$ cat src/rtl/demux1to4_stream_pkg.sv
// Shared constants and types for the 1-to-4 stream demultiplexer datapath.
package demux1to4_stream_pkg;

  // Default datapath widths.
  localparam int unsigned DATA_W_DEF  = 16;
  localparam int unsigned CNT_W_DEF   = 8;
  localparam int unsigned ADDR_W_DEF  = 5;
  localparam int unsigned NUM_CH      = 4;

  // Destination channel encodings carried on in_sel.
  typedef enum logic [1:0] {
    CH0 = 2'b00,
    CH1 = 2'b01,
    CH2 = 2'b10,
    CH3 = 2'b11
  } ch_sel_e;

  // One-hot channel mask for a given select encoding.
  function automatic logic [NUM_CH-1:0] ch_onehot(input ch_sel_e sel);
    logic [NUM_CH-1:0] mask;
    mask = '0;
    unique case (sel)
      CH0: mask = 4'b0001;
      CH1: mask = 4'b0010;
      CH2: mask = 4'b0100;
      CH3: mask = 4'b1000;
    endcase
    return mask;
  endfunction

endpackage

$ cat src/rtl/demux1to4_stream_slot.sv
// Single-entry output register stage: holds one word until its consumer
// accepts it, and counts delivered words with saturation.
module demux_slot
  import demux1to4_stream_pkg::*;
#(
  parameter int unsigned SIZE  = DATA_W_DEF,
  parameter int unsigned CNT_W = CNT_W_DEF
) (
  input  logic             clk,
  input  logic             rst_n,
  input  logic             load,
  input  logic [SIZE-1:0]  load_data,
  input  logic             ready,
  input  logic             cnt_clr,
  output logic             valid,
  output logic [SIZE-1:0]  data,
  output logic             free,
  output logic [CNT_W-1:0] cnt
);

  logic drain;

  assign drain = valid && ready;
  // Empty, or full and being emptied this cycle, so a new word may land.
  assign free  = !valid || ready;

  // Slot occupancy and data: load wins over drain so back-to-back words leave no bubble.
  always_ff @(posedge clk or negedge rst_n) begin
    if (!rst_n) begin
      valid <= 1'b0;
      data  <= '0;
    end else if (load) begin
      valid <= 1'b1;
      data  <= load_data;
    end else if (drain) begin
      valid <= 1'b0;
    end
  end

  // Delivered-word counter: clear overrides increment, increment stops at all-ones.
  always_ff @(posedge clk or negedge rst_n) begin
    if (!rst_n) begin
      cnt <= '0;
    end else if (cnt_clr) begin
      cnt <= '0;
    end else if (drain && (cnt != '1)) begin
      cnt <= cnt + 1'b1;
    end
  end

endmodule

$ cat src/rtl/demux1to4_stream.sv
// Registered 1-to-4 stream demultiplexer with unicast and broadcast routing.
module demux1to4_stream
  import demux1to4_stream_pkg::*;
#(
  parameter int unsigned SIZE  = DATA_W_DEF,
  parameter int unsigned CNT_W = CNT_W_DEF
) (
  input  logic             clk,
  input  logic             rst_n,
  input  logic             in_valid,
  output logic             in_ready,
  input  logic [SIZE-1:0]  in_data,
  input  logic [1:0]       in_sel,
  input  logic             in_bcast,
  output logic [3:0]       out_valid,
  input  logic [3:0]       out_ready,
  output logic [SIZE-1:0]  out_data0,
  output logic [SIZE-1:0]  out_data1,
  output logic [SIZE-1:0]  out_data2,
  output logic [SIZE-1:0]  out_data3,
  output logic [CNT_W-1:0] xfer_cnt0,
  output logic [CNT_W-1:0] xfer_cnt1,
  output logic [CNT_W-1:0] xfer_cnt2,
  output logic [CNT_W-1:0] xfer_cnt3,
  input  logic             cnt_clr
);

  logic [3:0]       slot_free;
  logic [3:0]       sel_mask;
  logic [3:0]       load;
  logic             in_fire;
  logic [SIZE-1:0]  slot_data [4];
  logic [CNT_W-1:0] slot_cnt  [4];

  // Destination mask and readiness: broadcast needs every slot free, never a partial delivery.
  always_comb begin
    sel_mask = ch_onehot(ch_sel_e'(in_sel));
    if (in_bcast) begin
      in_ready = &slot_free;
    end else begin
      in_ready = |(slot_free & sel_mask);
    end
    in_fire = in_valid && in_ready;
    load    = '0;
    if (in_fire) begin
      load = in_bcast ? 4'b1111 : sel_mask;
    end
  end

  for (genvar gi = 0; gi < 4; gi++) begin : g_slot
    demux_slot #(
      .SIZE  (SIZE),
      .CNT_W (CNT_W)
    ) u_slot (
      .clk       (clk),
      .rst_n     (rst_n),
      .load      (load[gi]),
      .load_data (in_data),
      .ready     (out_ready[gi]),
      .cnt_clr   (cnt_clr),
      .valid     (out_valid[gi]),
      .data      (slot_data[gi]),
      .free      (slot_free[gi]),
      .cnt       (slot_cnt[gi])
    );
  end

  assign out_data0 = slot_data[0];
  assign out_data1 = slot_data[1];
  assign out_data2 = slot_data[2];
  assign out_data3 = slot_data[3];
  assign xfer_cnt0 = slot_cnt[0];
  assign xfer_cnt1 = slot_cnt[1];
  assign xfer_cnt2 = slot_cnt[2];
  assign xfer_cnt3 = slot_cnt[3];

endmodule

$ cat config.mk
export PLATFORM = sky130hd
export DESIGN_NAME = demux1to4_stream
export DESIGN_NICKNAME = d
export VERILOG_FILES = /design/src/rtl/demux1to4_stream_pkg.sv /design/src/rtl/demux1to4_stream_slot.sv /design/src/rtl/demux1to4_stream.sv
export SDC_FILE = /design/constraint.sdc
export NUM_CORES = 1
export LEC_CHECK = 0
export CORE_ASPECT_RATIO = 0.6
export CORE_MARGIN = 5
export CORE_UTILIZATION = 31
export CTS_BUF_LIST = sky130_fd_sc_hd__clkbuf_8
export DETAILED_ROUTE_END_ITERATION = 6
export GPL_TIMING_DRIVEN = 0
export PLACE_DENSITY = 0.55
export SYNTH_ARGS = -nofsm -noshare
export SYNTH_HDL_FRONTEND = slang
export SYNTH_HIERARCHICAL = 1
export SYNTH_SLANG_ARGS = --single-unit
$ cat constraint.sdc
create_clock -name clk -period 2.05 [get_ports clk]
set_input_delay 0.41 -clock clk [delete_from_list [all_inputs] [get_ports clk]]
set_output_delay 0.41 -clock clk [all_outputs]
set_load 0.03 [all_outputs]
==> flow_metrics.env <==
export IMPL_final_common_cell="clkdlybuf4s50_1"
export IMPL_cts_hold_buffers=0
export IMPL_reg2reg_depth=7
export IMPL_h_tree_depth=3
export IMPL_ir_worst_vdd_v=0.000623
export IMPL_drv_slew=0
export IMPL_fin_nets=535
export IMPL_power_density_nw_per_um2=1020
export IMPL_p_leak_nw=2.72
export IMPL_syn_num_nets=392
export IMPL_coreArea_sq_um=14600
export IMPL_tightest_slew_ps=509
export IMPL_path_buf_inv=2
export IMPL_cp_data_arrival_time_ps=1630
export IMPL_slowest_stage="mux4_2"
export IMPL_diodes=0
export IMPL_die_w_um=168
export IMPL_r2r_slack_ps=140
export IMPL_fin_util_pct=44.7
export IMPL_worstReg2RegEnd="g_slot[1].u_slot/data[13]"
export IMPL_worstPathRequired_ps=1640
export IMPL_r2r_start="g_slot[2].u_slot/valid"
export IMPL_fmax_mhz=491
export IMPL_cts_tree="yes"
export IMPL_synth_top_family_by_area="multiplexers"
export IMPL_cpPeakStageDelay_ps=460
export IMPL_layout_common_cells="clkdlybuf4s50_1, dfrtp_1, mux2_2"
export IMPL_hp_class="in2async"
export IMPL_clockBufferDepth=2
export IMPL_synth_xor_area_share_pct=0
export IMPL_timing_final_hold_violations=0
export IMPL_setup_viol=0
export IMPL_clk_pin_slew_ps=100
export IMPL_final_period_utilization_pct=99.3
export IMPL_skew_ps=17.7
export IMPL_synthAdderAreaFrac_pct=1.08
export IMPL_drv_cap=0
export IMPL_grt_start_max_net_pins=66
export IMPL_wirelength_mm=12.4
export IMPL_start_util_pct=31.9
export IMPL_syn_area_per_cell_sq_um=12.9
export IMPL_yosys_register_bits=100
export IMPL_start_kind="input port"
export IMPL_area_growth_pct=40.1
export IMPL_grt_pass1_vias=3717
export IMPL_path_class="in2out"
export IMPL_fin_crit_ps=2040
export IMPL_synth_simple_area_share_pct=13.0
export IMPL_yosysWarnings=6
export IMPL_numCtsBuffers=9
export IMPL_first_iter_violations=221
export IMPL_layout_cells_non_filler=707
export IMPL_cts_sinks=100
export IMPL_syn_area_sq_um=4650
export IMPL_pin_count=128
export IMPL_drive_above_1_share_pct=29.1
export IMPL_dp_cells=686
export IMPL_gp_congestion=0.814
export IMPL_port_buffers=126
export IMPL_outcome="completed"
export IMPL_fp_dieH_um=105
export IMPL_ys_top_cells_by_area="dfrtp_1, mux2_2, mux2_4"
export IMPL_synth_compound_area_share_pct=9.57
export IMPL_dieArea_sq_um=17600
export IMPL_postRouteAntennaNets=0
export IMPL_seq_area_frac_synth_pct=53.8
export IMPL_synth_cells=361
export IMPL_synth_top_area_share_pct=53.8
export IMPL_drc_errors=0
export IMPL_ys_types=32
export IMPL_vias_per_cell=4.97
export IMPL_path_cells="clkdlybuf4s15_2, nand2b_4, mux4_2, a21o_1, buf_6"
export IMPL_grt_ovfl_total=0
export IMPL_antenna_found_initial=0
export IMPL_first_pass_iters=4
export IMPL_insertion_delay_ps=370
export IMPL_vias=3513
export IMPL_synth_top_cell_by_area="dfrtp_1"
export IMPL_crit_path_end_kind="output port"
export IMPL_synthMuxAreaShare_pct=20.7
export IMPL_relSlewSlack_pct=66.1
export IMPL_grtUsageTotal_pct=14.6
export IMPL_avgRoutedWirePerCell_um=17.6
export IMPL_cts_root_buf="clkbuf_8"
export IMPL_rsz0062_at_grt="true"
export IMPL_critPathMaxFanout=6
export IMPL_grt_pass1_wl_mm=20.8
export IMPL_cpLargestDelayFamily="multiplexers"
export IMPL_dp_hpwl_mm=9.00
export IMPL_fp_row_count=34
per-layer routing:
layer,vias to the layer above,part of all wire [%],GRT usage [%]
li1,1622,-,-
met1,1753,46,19.8
met2,132,40,19.8
met3,6,13,8.94
met4,0,0.55,2.78
met5,-,0,0
Yosys cell counts:
| library cell | count |
|---|---|
| o21ba_2 | 4 |
| dfrtp_1 | 100 |
| nand2b_1 | 8 |
| o41ai_1 | 8 |
| mux2_4 | 12 |
| a41oi_1 | 4 |
| nor2b_1 | 16 |
| o311ai_0 | 4 |
| and4_4 | 4 |
| a211oi_2 | 4 |
| nor2_1 | 13 |
| mux2i_1 | 4 |
| ha_1 | 4 |
| and3_4 | 4 |
| and3_1 | 1 |
| mux4_2 | 1 |
| o21ai_0 | 5 |
| nand3_2 | 4 |
| nand3_1 | 13 |
| inv_1 | 9 |
| nor3_1 | 6 |
| nand4_1 | 8 |
| nand3b_1 | 1 |
| a21oi_2 | 8 |
| clkbuf_1 | 4 |
| a21o_1 | 5 |
| nor4b_1 | 5 |
| mux2_2 | 64 |
| o21a_1 | 3 |
| buf_2 | 8 |
| a211oi_1 | 8 |
| nand2_1 | 19 |
cell type report:
| type | count | area (sq um) |
|---|---|---|
| flip-flops and latches | 100 | 2510 |
| plain buffers | 12 | 85.1 |
| clock inverters | 7 | 82.6 |
| repair buffers | 132 | 1350 |
| well taps | 198 | 248 |
| clock buffers | 9 | 124 |
| fillers | 1345 | 8070 |
| inverters | 9 | 33.8 |
| multi-input cells | 240 | 2090 |
worst reg2reg max path: cells and delay by family, from the launching register on:
family                 cells  cell delay (ps)
and+or+nand+nor            3              410
muxes                      1              360
AOI/OAI and AO/OA          1              160
DFF                        1              430
buffers and inverters      2              450
report_power, final:
group | leakage, nW | total [mW] | switching [mW] | internal, mW
logic | 1.37 | 2.64 | 1.45 | 1.19
clock network | 0.109 | 1.33 | 0.742 | 0.589
registers | 1.24 | 2.65 | 0.249 | 2.40
total | 2.72 | 6.62 | 2.45 | 4.18
metrics by stage:
stage	setup slack (ps)	hold slack [ps]	area [sq um]	setup TNS (ps)	power, mW
6_report	14.1	4.39	6520	0	6.62
5_1_grt	-43.3	25.9	6520	-82.3	6.99
2_1_floorplan	73.9	114	4650	0	4.08
3_5_place_dp	-856	418	6190	-44180	5.30
3_3_place_gp	-3370	491	6160	-378950	5.27
4_1_cts	-20.0	1.53	6470	-20.0	6.73
timing repair:
action,CTS,global route
hold endpoints to repair,0,0
setup endpoints to repair,62,41
pin swaps,1,0
buffers inserted,4,1
resized for setup,34,13
registers in the layout, indices dropped and copies added, names as in the netlist:
signal               cells
g_slot.u_slot/cnt       32
g_slot.u_slot/valid      4
g_slot.u_slot/data      64
cell families after synthesis:
kind of cell | Yosys count
compound gates | 53
fa+ha+maj | 4
buf+inv | 21
flops | 100
mux | 81
simple gates | 102
how the worst max path moves through the flow:
stage,slack (ps),cells past startpoint,startpoint,endpoint
global placement,-3370,1,rst_n,g_slot[1].u_slot/data[0]
floorplan,70,7,g_slot[2].u_slot/valid,g_slot[0].u_slot/data[10]
CTS,-20,4,g_slot[3].u_slot/valid,in_ready
detailed placement,-860,5,out_ready[2],in_ready
global route,-40,4,g_slot[3].u_slot/valid,in_ready
finish,10,5,out_ready[2],in_ready
(Power assumes the default switching activity.)
